===== src/rtl/systolic_pkg.sv =====
// Shared definitions for the systolic-array datapath blocks.
package systolic_pkg;

  localparam int unsigned DEF_PSUM_WIDTH = 32;
  localparam int unsigned DEF_NUM_COL    = 4;

  // Width of one column slice of a psum row.
  localparam int unsigned COL_SLICE_W    = DEF_PSUM_WIDTH;

  // Drain controller states.
  typedef enum logic [1:0] {
    ST_IDLE  = 2'd0,
    ST_RUN   = 2'd1,
    ST_FLUSH = 2'd2,
    ST_DONE  = 2'd3
  } drain_state_e;

endpackage


===== src/rtl/psum_row_fifo.sv =====
// First-word-fall-through row FIFO. Full/empty come from an extra wrap bit
// on each pointer. A write on a full FIFO is accepted only when a read
// happens in the same cycle.
module psum_row_fifo #(
  parameter int unsigned DATA_W = 128,
  parameter int unsigned DEPTH  = 4
) (
  input  logic              clk,
  input  logic              rst,
  input  logic              wr_en,
  input  logic [DATA_W-1:0] wr_data,
  input  logic              rd_en,
  output logic [DATA_W-1:0] rd_data,
  output logic              full,
  output logic              empty
);

  localparam int unsigned AW = $clog2(DEPTH);

  logic [DATA_W-1:0] mem_q [DEPTH];
  logic [AW:0]       wr_ptr_q, wr_ptr_d;
  logic [AW:0]       rd_ptr_q, rd_ptr_d;
  logic              wr_fire, rd_fire;

  assign empty   = (wr_ptr_q == rd_ptr_q);
  assign full    = (wr_ptr_q[AW] != rd_ptr_q[AW]) &&
                   (wr_ptr_q[AW-1:0] == rd_ptr_q[AW-1:0]);
  assign rd_fire = rd_en && !empty;
  assign wr_fire = wr_en && (!full || rd_fire);
  assign rd_data = mem_q[rd_ptr_q[AW-1:0]];

  // Pointer advance.
  always_comb begin
    wr_ptr_d = wr_ptr_q;
    rd_ptr_d = rd_ptr_q;
    if (wr_fire) wr_ptr_d = wr_ptr_q + (AW+1)'(1);
    if (rd_fire) rd_ptr_d = rd_ptr_q + (AW+1)'(1);
  end

  // Storage and pointer registers; storage is cleared so the read port is 0 after reset.
  always_ff @(posedge clk or posedge rst) begin
    if (rst) begin
      wr_ptr_q <= '0;
      rd_ptr_q <= '0;
      for (int i = 0; i < int'(DEPTH); i++) mem_q[i] <= '0;
    end else begin
      wr_ptr_q <= wr_ptr_d;
      rd_ptr_q <= rd_ptr_d;
      if (wr_fire) mem_q[wr_ptr_q[AW-1:0]] <= wr_data;
    end
  end

endmodule


===== src/rtl/psum_drain.sv =====
// Deskews bottom-row psums of the systolic array into aligned rows, buffers
// them in a FIFO, streams them out over valid/ready and counts rows per job.
// Optional macro PSUM_DRAIN_RELU_EN: clamp negative output columns to zero.
module psum_drain
  import systolic_pkg::*;
#(
  parameter int unsigned NUM_COL       = DEF_NUM_COL,
  parameter int unsigned PSUM_WIDTH    = COL_SLICE_W,
  parameter int unsigned FIFO_DEPTH    = 4,
  parameter int unsigned ROW_CNT_WIDTH = 16
) (
  input  logic                          clk,
  input  logic                          rst,
  input  logic                          start,
  input  logic [ROW_CNT_WIDTH-1:0]      num_rows,
  input  logic [NUM_COL-1:0]            col_valid,
  input  logic [NUM_COL*PSUM_WIDTH-1:0] psum_in,
  output logic                          out_valid,
  input  logic                          out_ready,
  output logic [NUM_COL*PSUM_WIDTH-1:0] out_data,
  output logic                          busy,
  output logic                          done,
  output logic                          overflow,
  output logic                          skew_err
);

  localparam int unsigned ROW_W = NUM_COL * PSUM_WIDTH;

  logic [NUM_COL-1:0]       al_valid;
  logic [ROW_W-1:0]         al_data;
  drain_state_e             state_q, state_d;
  logic [ROW_CNT_WIDTH-1:0] target_q, target_d;
  logic [ROW_CNT_WIDTH-1:0] cnt_q, cnt_d;
  logic                     ovf_q, ovf_d;
  logic                     skew_q, skew_d;
  logic                     busy_q, done_q;
  logic                     push_c;
  logic                     fifo_full, fifo_empty;
  logic [ROW_W-1:0]         fifo_rd;

  // Deskew: column c is delayed NUM_COL-c cycles so all columns line up.
  for (genvar c = 0; c < int'(NUM_COL); c++) begin : g_deskew
    localparam int unsigned STG = NUM_COL - c;
    logic [PSUM_WIDTH-1:0] dat_q [STG];
    logic [STG-1:0]        vld_q;

    // Data/valid shift line, running in every state.
    always_ff @(posedge clk or posedge rst) begin
      if (rst) begin
        vld_q <= '0;
        for (int s = 0; s < int'(STG); s++) dat_q[s] <= '0;
      end else begin
        vld_q[0] <= col_valid[c];
        dat_q[0] <= psum_in[c*PSUM_WIDTH +: PSUM_WIDTH];
        for (int s = 1; s < int'(STG); s++) begin
          vld_q[s] <= vld_q[s-1];
          dat_q[s] <= dat_q[s-1];
        end
      end
    end

    assign al_valid[c]                            = vld_q[STG-1];
    assign al_data[c*PSUM_WIDTH +: PSUM_WIDTH]    = dat_q[STG-1];
  end

  // Column 0 defines a row; rows arriving outside RUN are discarded.
  assign push_c = (state_q == ST_RUN) && al_valid[0];

  psum_row_fifo #(
    .DATA_W (ROW_W),
    .DEPTH  (FIFO_DEPTH)
  ) u_fifo (
    .clk     (clk),
    .rst     (rst),
    .wr_en   (push_c),
    .wr_data (al_data),
    .rd_en   (out_ready),
    .rd_data (fifo_rd),
    .full    (fifo_full),
    .empty   (fifo_empty)
  );

  // Next-state, row counting and sticky error flags.
  always_comb begin
    state_d  = state_q;
    target_d = target_q;
    cnt_d    = cnt_q;
    ovf_d    = ovf_q;
    skew_d   = skew_q;

    case (state_q)
      ST_IDLE: begin
        if (start) begin
          state_d  = ST_RUN;
          target_d = num_rows;
          cnt_d    = '0;
          ovf_d    = 1'b0;
          skew_d   = 1'b0;
        end
      end
      ST_RUN:   if (cnt_q == target_q) state_d = ST_FLUSH;
      ST_FLUSH: if (fifo_empty) state_d = ST_DONE;
      ST_DONE:  state_d = ST_IDLE;
      default:  state_d = ST_IDLE;
    endcase

    // Every push counts, even a dropped one, since the array cannot stall.
    if (push_c) begin
      cnt_d = cnt_q + ROW_CNT_WIDTH'(1);
      if (al_valid != {NUM_COL{1'b1}}) skew_d = 1'b1;
      if (fifo_full && !out_ready)     ovf_d  = 1'b1;
    end
  end

  // State and registered status outputs.
  always_ff @(posedge clk or posedge rst) begin
    if (rst) begin
      state_q  <= ST_IDLE;
      target_q <= '0;
      cnt_q    <= '0;
      ovf_q    <= 1'b0;
      skew_q   <= 1'b0;
      busy_q   <= 1'b0;
      done_q   <= 1'b0;
    end else begin
      state_q  <= state_d;
      target_q <= target_d;
      cnt_q    <= cnt_d;
      ovf_q    <= ovf_d;
      skew_q   <= skew_d;
      busy_q   <= (state_d != ST_IDLE);
      done_q   <= (state_d == ST_DONE);
    end
  end

  assign out_valid = !fifo_empty;
  assign busy      = busy_q;
  assign done      = done_q;
  assign overflow  = ovf_q;
  assign skew_err  = skew_q;

`ifdef PSUM_DRAIN_RELU_EN
  // Read-side ReLU: a set sign bit forces the column to zero.
  for (genvar c = 0; c < int'(NUM_COL); c++) begin : g_relu
    assign out_data[c*PSUM_WIDTH +: PSUM_WIDTH] =
      fifo_rd[c*PSUM_WIDTH + PSUM_WIDTH - 1] ? '0 : fifo_rd[c*PSUM_WIDTH +: PSUM_WIDTH];
  end
`else
  assign out_data = fifo_rd;
`endif

endmodule

===== config.mk =====
export PLATFORM = sky130hd
export DESIGN_NAME = psum_drain
export DESIGN_NICKNAME = d
export VERILOG_FILES = /design/src/rtl/systolic_pkg.sv /design/src/rtl/psum_row_fifo.sv /design/src/rtl/psum_drain.sv
export SDC_FILE = /design/constraint.sdc
export NUM_CORES = 1
export LEC_CHECK = 0
export ABC_AREA = 1
export ABC_CLOCK_PERIOD_IN_PS = 26900
export CAP_MARGIN = 25
export CELL_PAD_IN_SITES_DETAIL_PLACEMENT = 1
export CELL_PAD_IN_SITES_GLOBAL_PLACEMENT = 1
export CORE_UTILIZATION = 41
export DETAILED_ROUTE_END_ITERATION = 10
export PLACE_DENSITY_LB_ADDON = 0.15
export SYNTH_ARGS = -nofsm -noshare
export SYNTH_HDL_FRONTEND = slang
export SYNTH_SLANG_ARGS = --single-unit

===== constraint.sdc =====
create_clock -name clk -period 26.9 [get_ports clk]
set_input_delay 2.69 -clock clk [delete_from_list [all_inputs] [get_ports clk]]
set_output_delay 2.69 -clock clk [all_outputs]
set_load 0.01 [all_outputs]

==> impl_metrics.env <==
export IMPL_post_place_ws_ns=20.40
export IMPL_firstDrtPassIters=5
export IMPL_power_per_cell_area_nw_per_um2=129
export IMPL_grtUsageTotal=0.225
export IMPL_place_congestion=0.759
export IMPL_dp_cells=4289
export IMPL_dpl_hpwl_mm=50.6
export IMPL_rows=102
export IMPL_period_share=0.264
export IMPL_ant_nets=0
export IMPL_hold_class="reg -> reg"
export IMPL_fin_cells=4474
export IMPL_area_growth_pct=21.6
export IMPL_synth_edf_count=0
export IMPL_slew_violations=0
export IMPL_hold_buffers=0
export IMPL_grt_pass1_vias=25500
export IMPL_routed_wl_mm=88.3
export IMPL_tns_ns=0
export IMPL_fin_ws_ns=19.79
export IMPL_io_pins=285
export IMPL_vias=23200
export IMPL_grt_max_degree=209
export IMPL_avgRoutedWirePerCell_um=19.7
export IMPL_drt_iter0_markers=1429
export IMPL_synth_nets=3300
export IMPL_h_tree_depth=3
export IMPL_fillers=8452
export IMPL_yosysSeqAreaShare=0.684
export IMPL_netlist_instances=3142
export IMPL_vdd_drop_max_uv=83.5
export IMPL_r2r_setup_slack_ns=21.24
export IMPL_synth_seq_cells=886
export IMPL_period_minus_slack_ns=7.11
export IMPL_crit_path_max_fanout=57
export IMPL_grt_overflow=0
export IMPL_drive_gt1_frac=0.0571
export IMPL_fin_util=0.506
export IMPL_clock_path_buffers=3
export IMPL_syn_area_um2=32400
export IMPL_ff_latch_area_um2=22200
export IMPL_grt_antenna_before_repair=2
export IMPL_clk_latency_ns=0.65
export IMPL_nets=3513
export IMPL_yosysWarnings=0
export IMPL_start_util=0.416
export IMPL_die_x_um=283
export IMPL_postCtsSetupRepairBufs=0
export IMPL_coreArea_um2=77800
export IMPL_fmax_ghz=0.141
export IMPL_syn_avg_cell_area_um2=10.3
export IMPL_grt_pass1_wl_mm=144
export IMPL_synth_main_ff_cell="dfrtp_1"
export IMPL_port_buffers=284
export IMPL_cap_violations=0
export IMPL_critical_path_required_ns=24.21
export IMPL_cts_resized=0
export IMPL_status="completed"
export IMPL_rsz0062_at_grt="false"
export IMPL_crit_type="reg -> out"
export IMPL_finalSetupViolCount=0
export IMPL_final_hold_viol_count=0
export IMPL_finalClockSkew_ns=0.0320
export IMPL_remaining_drc_errors=0
export IMPL_crit_path_start_kind="register"
export IMPL_dieArea_um2=80100
export IMPL_cts_tree="done"
export IMPL_async_flop_share=1.00
export IMPL_multiInputGateArea_um2=8550
export IMPL_viasPerCell=5.19
export IMPL_clkSinkCount=886
export IMPL_dpl_cell_area_um2=35800
export IMPL_synth_cell_types=27
export IMPL_cp_end_kind="output port"
export IMPL_die_h_um=283
export IMPL_fin_area_um2=39400
export IMPL_cts_root_buf="clkbuf_16"
export IMPL_numCtsBuffers=96
export IMPL_clk_pin_slew_ns=0.06
export IMPL_arrival_ns=4.42
export IMPL_worst_pin_slew_ns=1.07
export IMPL_cellLeakagePower_nw=18.1
export IMPL_maxSlewHeadroom=0.288
-- report_power, final --
part,switching [mW],leakage (nW),internal (mW)
clock,0.535,1.66,0.844
combinational,1.02,5.76,0.697
sequential,0.241,10.7,1.72
total,1.80,18.1,3.27
-- cell usage in the layout (no fill, tap or decap), types with 2 or more instances in the layout --
cell / netlist / routed
dfrtp_4: 0 / 2
nand3_1: 9 / 9
clkdlybuf4s50_1: 0 / 284
nor2_1: 281 / 281
xnor2_1: 3 / 3
nor3_1: 3 / 3
bufinv_16: 0 / 11
xor2_1: 3 / 3
ha_1: 6 / 6
o21ai_1: 177 / 177
inv_1: 181 / 180
clkbuf_1: 78 / 23
buf_4: 40 / 19
clkbuf_16: 0 / 99
clkbuf_8: 0 / 23
nor2_2: 2 / 2
nand4_1: 2 / 2
nand3b_1: 3 / 3
a21oi_1: 7 / 7
o21ai_0: 621 / 621
buf_16: 0 / 6
nand2_1: 617 / 617
dfrtp_1: 886 / 884
buf_12: 0 / 6
o22ai_1: 130 / 130
diode_2: 0 / 2
nand3_4: 0 / 4
clkinv_2: 0 / 15
-- state kept, by name, summed over array words and instances (netlist names), 2 cells and up --
signal,cells
al_data,96
cnt_q,16
g_deskew.dat_q,224
g_deskew.vld_q,10
state_q,2
target_q,16
u_fifo.mem_q,512
u_fifo.rd_ptr_q,3
u_fifo.wr_ptr_q,3
-- metal layers --
layer | global-route usage | share of wire | vias up
li1 | - | - | 10700
met1 | 0.301 | 0.45 | 12000
met2 | 0.379 | 0.50 | 381
met3 | 0.0329 | 0.033 | 145
met4 | 0.0685 | 0.025 | 0
met5 | 0 | 0 | -
-- cells in the mapped netlist (3+ instances only) --
| master | count | area [um2] |
|---|---|---|
| dfrtp_1 | 886 | 22200 |
| o21ai_0 | 621 | 3110 |
| nand2_1 | 617 | 2320 |
| nor2_1 | 281 | 1050 |
| inv_1 | 181 | 679 |
| o21ai_1 | 177 | 886 |
| o22ai_1 | 130 | 813 |
| buf_2 | 79 | 395 |
| clkbuf_1 | 78 | 293 |
| buf_4 | 40 | 300 |
| nand3_1 | 9 | 45.0 |
| a21oi_1 | 7 | 35.0 |
| ha_1 | 6 | 75.1 |
| nand3_2 | 4 | 40.0 |
| buf_1 | 3 | 11.3 |
| nand3b_1 | 3 | 22.5 |
| nor3_1 | 3 | 15.0 |
| xnor2_1 | 3 | 26.3 |
| xor2_1 | 3 | 26.3 |
-- path summary, 6_finish.rpt --
path                                             from                     to  cells past startpoint
worst min-delay path            g_deskew[0].dat_q[38]             al_data[6]                      0
max in group asynchronous                         rst  g_deskew[0].dat_q[89]                      5
worst min register to register  g_deskew[0].dat_q[38]             al_data[6]                      0
worst max-delay path               u_fifo.rd_ptr_q[1]            out_data[0]                      6
min in group asynchronous                         rst            al_data[74]                      2
worst max register to register     u_fifo.rd_ptr_q[1]       u_fifo.mem_q[84]                     12
-- metrics by stage --
step / total power, mW / hold WS (ns)
finish: 5.06 / 0.341
global route: 5.39 / 0.348
CTS: 5.12 / 0.343
detailed placement: 3.70 / 0.336
global placement: 3.63 / 0.332
floorplan: 2.90 / 0.331
-- area by class of cell --
class,instances,area share
clock buffers,145,0.0731
inverters,183,0.0178
diodes,2,0.000127
clock inverters,30,0.0122
multi-input cells,1872,0.217
repair buffers,316,0.0834
well taps,1040,0.0330
flip-flops and latches,886,0.563
-- worst max-delay path, stage by stage, from the launching register on --
cell and delay (ns):
dfrtp_4 0.78, inv_4 0.56, buf_4 0.57, buf_4 0.64, o21ai_0 0.22, o22ai_1 0.31, clkdlybuf4s50_1 0.61
-- kinds of logic (layout without fill, tap and decap cells) --
family                   Yosys count  after routing  synth area share
adder cells (fa/ha/maj)            6              6           0.00232
flip-flops                       886            886             0.684
other                              0              2                 0
AND/OR/NAND/NOR                  922            922             0.109
XOR/XNOR                           6              6           0.00162
buffers and inverters            384            674            0.0524
AO/OA/AOI/OAI                    938            938             0.150
Power figures use the tool's default switching activity.
